==> src/rtl/pc_pkg.sv <==
// Shared types for the PC sequencer: next-PC source encoding, FSM states, default width.
package pc_pkg;

    localparam int unsigned XLEN_DEFAULT = 32;

    typedef enum logic [1:0] {
        SEL_SEQ    = 2'd0,
        SEL_PCREL  = 2'd1,
        SEL_REGREL = 2'd2,
        SEL_HOLD   = 2'd3
    } pc_sel_e;

    typedef enum logic [1:0] {
        ST_BOOT = 2'd0,
        ST_RUN  = 2'd1,
        ST_TRAP = 2'd2
    } pc_state_e;

endpackage

==> src/rtl/pc_ras.sv <==
// Circular return-address stack: a push when full overwrites the oldest entry.
// The count saturates at DEPTH. Pop together with push replaces the top entry.
module pc_ras
    import pc_pkg::*;
#(
    parameter int unsigned XLEN  = XLEN_DEFAULT,
    parameter int unsigned DEPTH = 4,
    localparam int unsigned PW   = $clog2(DEPTH),
    localparam int unsigned CW   = $clog2(DEPTH) + 1
) (
    input  logic            clk,
    input  logic            reset,
    input  logic            push,
    input  logic            pop,
    input  logic [XLEN-1:0] push_data,
    output logic [XLEN-1:0] top,
    output logic [CW-1:0]   count
);

    logic [XLEN-1:0] mem_q [DEPTH];
    logic [XLEN-1:0] mem_d [DEPTH];
    logic [PW-1:0]   ptr_q, ptr_d;
    logic [CW-1:0]   count_q, count_d;
    logic [PW-1:0]   top_idx;

    // ptr_q points at the next free slot; the top entry sits just below it.
    assign top_idx = ptr_q - PW'(1);

    always_comb begin
        mem_d   = mem_q;
        ptr_d   = ptr_q;
        count_d = count_q;
        if (push && pop && count_q != '0) begin
            mem_d[top_idx] = push_data;
        end else if (push) begin
            mem_d[ptr_q] = push_data;
            ptr_d        = ptr_q + PW'(1);
            if (count_q != CW'(DEPTH))
                count_d = count_q + CW'(1);
        end else if (pop && count_q != '0) begin
            ptr_d   = top_idx;
            count_d = count_q - CW'(1);
        end
    end

    always_ff @(posedge clk) begin
        if (reset) begin
            ptr_q   <= '0;
            count_q <= '0;
        end else begin
            ptr_q   <= ptr_d;
            count_q <= count_d;
        end
    end

    always_ff @(posedge clk) begin
        mem_q <= mem_d;
    end

    assign top   = mem_q[top_idx];
    assign count = count_q;

endmodule

==> src/rtl/pc_sequencer.sv <==
// Program-counter sequencer with BOOT/RUN/TRAP sequencing and flush redirect.
// Optional return-address stack enabled by defining PC_SEQUENCER_RAS_EN.
module pc_sequencer
    import pc_pkg::*;
#(
    parameter int unsigned    XLEN         = XLEN_DEFAULT,
    parameter logic [XLEN-1:0] RESET_VECTOR = 'h0,
    parameter logic [XLEN-1:0] TRAP_VECTOR  = 'h100,
    parameter int unsigned    RAS_DEPTH    = 4
) (
    input  logic            clk,
    input  logic            reset,
    input  logic            advance,
    input  logic [1:0]      sel,
    input  logic [XLEN-1:0] imm,
    input  logic [XLEN-1:0] rs1,
    input  logic            is_call,
    input  logic            is_ret,
    input  logic            flush,
    input  logic [XLEN-1:0] flush_target,
    output logic [XLEN-1:0] pc,
    output logic [XLEN-1:0] pc_plus4,
    output logic            trap,
    output logic [1:0]      state,
    output logic            ras_hit
);

    pc_state_e       state_q, state_d;
    logic [XLEN-1:0] pc_q, pc_d;
    pc_sel_e         sel_e;
    logic [XLEN-1:0] target;
    logic [XLEN-1:0] regrel_sum;
    logic            misaligned;
    logic            ras_use;
    logic [XLEN-1:0] ras_top;

    assign sel_e      = pc_sel_e'(sel);
    assign pc_plus4   = pc_q + XLEN'(4);
    assign regrel_sum = rs1 + imm;

`ifdef PC_SEQUENCER_RAS_EN
    localparam int unsigned CW = $clog2(RAS_DEPTH) + 1;
    logic          commit;
    logic          ras_push, ras_pop;
    logic [CW-1:0] ras_count;

    assign ras_use  = (state_q == ST_RUN) && (sel_e == SEL_REGREL) && is_ret && (ras_count != '0);
    assign commit   = (state_q == ST_RUN) && advance && !flush && !misaligned;
    assign ras_pop  = commit && ras_use;
    assign ras_push = commit && is_call && (sel_e == SEL_PCREL || sel_e == SEL_REGREL);

    pc_ras #(
        .XLEN  (XLEN),
        .DEPTH (RAS_DEPTH)
    ) u_ras (
        .clk       (clk),
        .reset     (reset),
        .push      (ras_push),
        .pop       (ras_pop),
        .push_data (pc_plus4),
        .top       (ras_top),
        .count     (ras_count)
    );
`else
    logic unused_ras_hints;
    assign unused_ras_hints = is_call | is_ret;
    assign ras_use          = 1'b0;
    assign ras_top          = '0;
`endif

    always_comb begin
        target     = pc_q;
        misaligned = 1'b0;
        case (sel_e)
            SEL_SEQ:    target = pc_plus4;
            SEL_PCREL: begin
                target     = pc_q + imm;
                misaligned = (target[1:0] != 2'b00);
            end
            SEL_REGREL: begin
                target     = ras_use ? ras_top : {regrel_sum[XLEN-1:1], 1'b0};
                misaligned = (target[1:0] != 2'b00);
            end
            default:    target = pc_q;
        endcase
    end

    // Flush outranks advance; a misaligned target leaves pc alone and goes to TRAP.
    always_comb begin
        state_d = state_q;
        pc_d    = pc_q;
        case (state_q)
            ST_BOOT: begin
                state_d = ST_RUN;
                pc_d    = RESET_VECTOR;
            end
            ST_TRAP: begin
                state_d = ST_RUN;
                pc_d    = TRAP_VECTOR;
            end
            ST_RUN: begin
                if (flush)
                    pc_d = flush_target;
                else if (advance) begin
                    if (misaligned)
                        state_d = ST_TRAP;
                    else
                        pc_d = target;
                end
            end
            default: begin
                state_d = ST_BOOT;
                pc_d    = RESET_VECTOR;
            end
        endcase
    end

    always_ff @(posedge clk) begin
        if (reset) begin
            state_q <= ST_BOOT;
            pc_q    <= RESET_VECTOR;
        end else begin
            state_q <= state_d;
            pc_q    <= pc_d;
        end
    end

    assign pc      = pc_q;
    assign state   = state_q;
    assign trap    = (state_q == ST_TRAP);
    assign ras_hit = ras_use;

endmodule

==> config.mk <==
export PLATFORM = sky130hd
export DESIGN_NAME = pc_sequencer
export DESIGN_NICKNAME = d
export VERILOG_FILES = /design/src/rtl/pc_pkg.sv /design/src/rtl/pc_ras.sv /design/src/rtl/pc_sequencer.sv
export SDC_FILE = /design/constraint.sdc
export NUM_CORES = 1
export LEC_CHECK = 0
export CAP_MARGIN = 20
export CORE_ASPECT_RATIO = 1.75
export CORE_MARGIN = 1
export CORE_UTILIZATION = 41
export CTS_CLUSTER_SIZE = 40
export DETAILED_ROUTE_END_ITERATION = 10
export PLACE_DENSITY = 0.71
export SYNTH_ARGS = -nofsm -noshare
export SYNTH_HDL_FRONTEND = slang
export SYNTH_SLANG_ARGS = --single-unit
==> constraint.sdc <==
create_clock -name clk -period 7.45 [get_ports clk]
set_input_delay 1.8625 -clock clk [delete_from_list [all_inputs] [get_ports clk]]
set_output_delay 1.8625 -clock clk [all_outputs]
set_load 0.01 [all_outputs]
=== Yosys cells after proc, flatten, opt, wreduce, memory -nomap -nowiden ===
Cells that the tools add are included.

* Flip-flop bits (word level): 34
* Bits in latches: 0
* Input bits: 104
* Logic and storage cells: 31
* Output and inout port bits: 68
* Memory bits (writable): 0
* Memories: 0
* ROM bits: 0

* Equal/unequal tests: 10
* Reductions and logical operators: 6
* Div/mod/pow operators: 0
* Multiply operators: 0
* Magnitude comparators: 0
* Multiplexer cells: 10
* Bitwise operators: 0
* $add $sub $neg: 3
* Shift operators: 0

{| class="wikitable"
|+ Operators with widths
! operator !! number
|-
| 32-bit two-way mux || 3
|-
| 32-bit one-hot mux with 3 select lines || 1
|-
| 32-bit adder || 2
|-
| 32-bit one-hot mux with 2 select lines || 1
|-
| 32-bit by 3-bit adder with 32-bit output (second input constant) || 1
|-
| 2-bit two-way mux || 3
|-
| 2-bit inequality test (second input constant) || 3
|-
| 3-bit inequality test (second input constant) || 2
|-
| 3-bit AND reduction || 2
|-
| 5-bit by 2-bit inequality test with 1-bit output (second input constant) || 1
|-
| 2-bit by 1-bit == test with 1-bit output (second input constant) || 2
|-
| 2-bit == test (second input constant) || 2
|-
| 2-bit zero test || 2
|-
| 2-bit one-hot mux with 2 select lines || 1
|-
| 1-bit one-hot mux with 2 select lines || 1
|-
| 2-bit nonzero test || 1
|-
| 2-bit OR reduction || 1
|}

=== Depth between registers and ports, before layout ===
* Word-level depth: 7
* Mapped depth: 13
* Gate-level depth less buffers: 12

=== Worst setup path after synthesis ===
Ideal clock, no wire load.

* Path kind: input -> register
* Start point: input imm[0]
* End point: register pc_q[30], in the netlist pc[30]
* Setup slack: 3.155 ns
* Stages: 12
* Arrival: 4.181 ns
* Buffers on the path: 0
* Setup time: 0.115 ns
* Required time: 7.335 ns
* Cell sequence: ha_1 -> inv_1 -> fa_1 -> nand2b_1 -> a21oi_1 -> o2111ai_1 -> and3_1 -> o21ai_1 -> a31oi_1 -> or2_0 -> a221o_1 -> o21a_1

* Longest elaborated chain between the ends: 6
* Elaborated cells between the ends (all ways): 11
* Those cells by class: 2 x add/sub; 1 x eq/ne; 6 x mux; 2 x reduce/logical

{| class="wikitable"
|+ RTL lines
! element !! line !! RTL
|-
| start, declared || pc_sequencer.sv:15 || <nowiki>input logic [XLEN-1:0] imm,</nowiki>
|-
| 32-bit adder, on equally long branches || pc_sequencer.sv:39, pc_sequencer.sv:77 ||
|-
| 32-bit one-hot mux with 3 select lines || pc_sequencer.sv:74 || <nowiki>case (sel_e)</nowiki>
|-
| 32-bit two-way mux || pc_sequencer.sv:105 || <nowiki>if (misaligned)</nowiki>
|-
| 32-bit two-way mux || pc_sequencer.sv:104 || <nowiki>else if (advance) begin</nowiki>
|-
| 32-bit two-way mux || pc_sequencer.sv:102 || <nowiki>if (flush)</nowiki>
|-
| 32-bit one-hot mux with 2 select lines || pc_sequencer.sv:92 || <nowiki>case (state_q)</nowiki>
|-
| end signal, assigned || pc_sequencer.sv:124 || <nowiki>pc_q <= pc_d;</nowiki>
|-
| end, declared || pc_sequencer.sv:29 || <nowiki>logic [XLEN-1:0] pc_q, pc_d;</nowiki>
|}

Parallel ways exist; a longest one is shown, timed or not. The select of a mux whose other input is x is not followed.
A chain may end at the register's enable or synchronous reset.

=== Worst setup path in the final report ===
Ends and elaborated chain as after synthesis.

==> results.ini <==
[clock_tree]
cts-resized-gates=0
hold_buffers=0
h-tree-depth=2
numClockSinks=34
clk_pin_slew_ps=60
cts-root-buf=clkbuf_16
numCtsBuffers=5
clock_latency_ps=290
cts_tree=built
clk_path_buf_depth=2
cts_setup_buffers=0

[detailed_routing]
drc=0
routedWlPerCell_um=19.4
antenna_left=0
drt_iter0_drc=418
via_per_inst=6.08
drtPass1Iterations=5
vias=6789
drt_wl_total_mm=21.6

[placement]
post-place-ws_ps=1960
gp_congestion=0.964
dp_hpwl_mm=17.6
port_buffers=168

[final_layout]
area_growth_pct=33.2
num_antenna_cells=0
final_nets=1113
drive_gt1_frac=0.0287

[critical_path]
slowest_delay_ps=530
cp_max_fo=4
crit_family=compound AO/OA/AOI/OAI gates
critPathBufInv=2
startpoint_type=input pin
crit_path_end_kind=flip-flop
crit_arrival_ps=5420
cpMaxStageDelayCell=clkdlybuf4s50_1
crit_required_ps=7630
critPathKind=in2reg
crit_path_cell_trace=clkdlybuf4s50_1 -> ha_1 -> inv_1 -> fa_1 -> nand2b_1 -> a21oi_1 -> o2111ai_1 -> and3_1 -> o21ai_1 -> a31oi_1 -> or2_0 -> a221o_1 -> o21a_1

[timing]
post-route-min-period_ps=5240
setup_tns_ps=0
worstMarginPinSlew_ps=853
post-route-period-util=0.704
layout_setup_ws_ps=2210
finalClockSkew_ps=3.66
max_slew_margin=0.430
final_max_slew_viol_count=0
finalHoldViolations=0
setup_violations=0
fmax_mhz=191
rsz0062_at_grt=false

[global_route]
grt_max_degree=31
grt-ovfl-total=0
grt_pass1_wl_mm=33.4
grt_pass1_vias=6559
gr-usage-all-layers=0.289
antenna_found_initial=0

[logic_synthesis]
syn_area_per_cell_um2=7.23
synth-warning-count=0
yosysMostFrequentCell=nand2_1
synthDominantCellAreaShare=0.147
synth_seq_cells=34
synthArstFlopShare=0
synth_cells=801
synth.area.top_cells=ha_1, dfxtp_1, xnor2_1, nand2_1, a21oi_1
ys.flop_type=dfxtp_1
synth_nets=975
ys_seq_area_frac=0.118
syn_area_um2=5790
synth_common_cells=nand2_1, ha_1, a21oi_1
synthDistinctLibCells=67
synth-edff-count=0
synth_top_cell_by_area=ha_1

[die]
placementRows=57
num_io_pins=172
die_area_um2=14600
die_y_um=159
die_width_um=91.8
core-area_um2=13800
start_util=0.419

[job]
max-cap-violations=0

[run_status]
status=finished clean

[pwr]
p_leak_nw=3.05
ir_drop_mv=0.0838
powerDensity_nw_per_um2=106

[hold_path]
hold_path.class=reg2reg

## tightest hold or removal path: cells and delay by family, from the launching register on
kind               cells  cell delay (ps)
and+or+nand+nor        1              100
DFF                    1              340
AOI/OAI and AO/OA      1               50
## flip-flops by register name, indices dropped and copies added, names as in the netlist
register  cells
state         2
pc           32
## placed cells by master (no fill, tap or decap), drive strengths merged, types with 6 or more instances in the layout
cell / Yosys / routed
clkdlybuf4s50: 0 / 168
nand2: 89 / 89
ha: 68 / 68
a21oi: 66 / 66
xnor2: 59 / 59
nor2: 54 / 54
o21ai: 51 / 51
dfxtp: 34 / 34
nand3: 25 / 25
xor2: 25 / 25
inv: 24 / 24
a221oi: 24 / 24
a21o: 23 / 23
o221ai: 20 / 20
nor3: 19 / 19
nand4: 16 / 16
and3: 15 / 15
a31oi: 13 / 13
nand2b: 12 / 12
o21bai: 10 / 10
and2: 8 / 8
o211ai: 8 / 8
a22oi: 8 / 8
a211oi: 8 / 8
o21a: 6 / 6
o31ai: 6 / 6
clkbuf: 36 / 6
## cell families (layout without fill, tap and decap cells)
group,count (synthesis),after routing,share of synthesized area
adder cells (fa/ha/maj),70,70,0.154
AO/OA/AOI/OAI,287,287,0.343
AND/OR/NAND/NOR,255,255,0.208
flip-flops,34,34,0.118
multiplexers,2,2,0.00346
XOR/XNOR,84,84,0.127
other,1,1,0.000647
buffers and inverters,68,207,0.0464
## cell type report
class | instances | area, um2
multi-input combinational | 699 | 4850
sequential | 34 | 681
timing repair buffer | 173 | 1720
fill | 1351 | 6120
clock inverter | 2 | 12.5
clock buffer | 6 | 139
inverter | 26 | 97.6
tap | 177 | 221
## power breakdown
part           leakage (nW)  switching, mW  internal, mW
Clock                0.0729         0.0865         0.132
Combinational          2.70          0.217         0.182
Sequential            0.275         0.0102         0.187
## path summary, 6_finish.rpt
kind / start / endpoint / slack, ps / cells past startpoint
setup / recovery: imm[0] / pc[30] / 2210 / 13
hold / removal: state[0] / state[0] / 540 / 2
setup reg to reg: pc[0] / pc[30] / 3910 / 12
hold reg to reg: state[0] / state[0] / 540 / 2
## metrics by stage
step | cell area (um2) | hold WS, ps | util | power, mW | instances
after floorplan | 5790 | 521 | - | 0.442 | 801
after global placement | 7570 | 528 | 0.547 | 0.594 | 1109
after detailed placement | 7570 | 533 | 0.547 | 0.595 | 1109
after CTS | 7720 | 541 | 0.558 | 0.811 | 1117
after global routing | 7720 | 577 | 0.558 | 0.855 | 1117
final | 7720 | 537 | 0.558 | 0.815 | 1117
## metal layers
metal,wire [um],global-route usage
met1,8140,0.327
met2,10900,0.515
met3,1350,0.0301
met4,1230,0.165
met5,0,0
(Power assumes the default switching activity.)
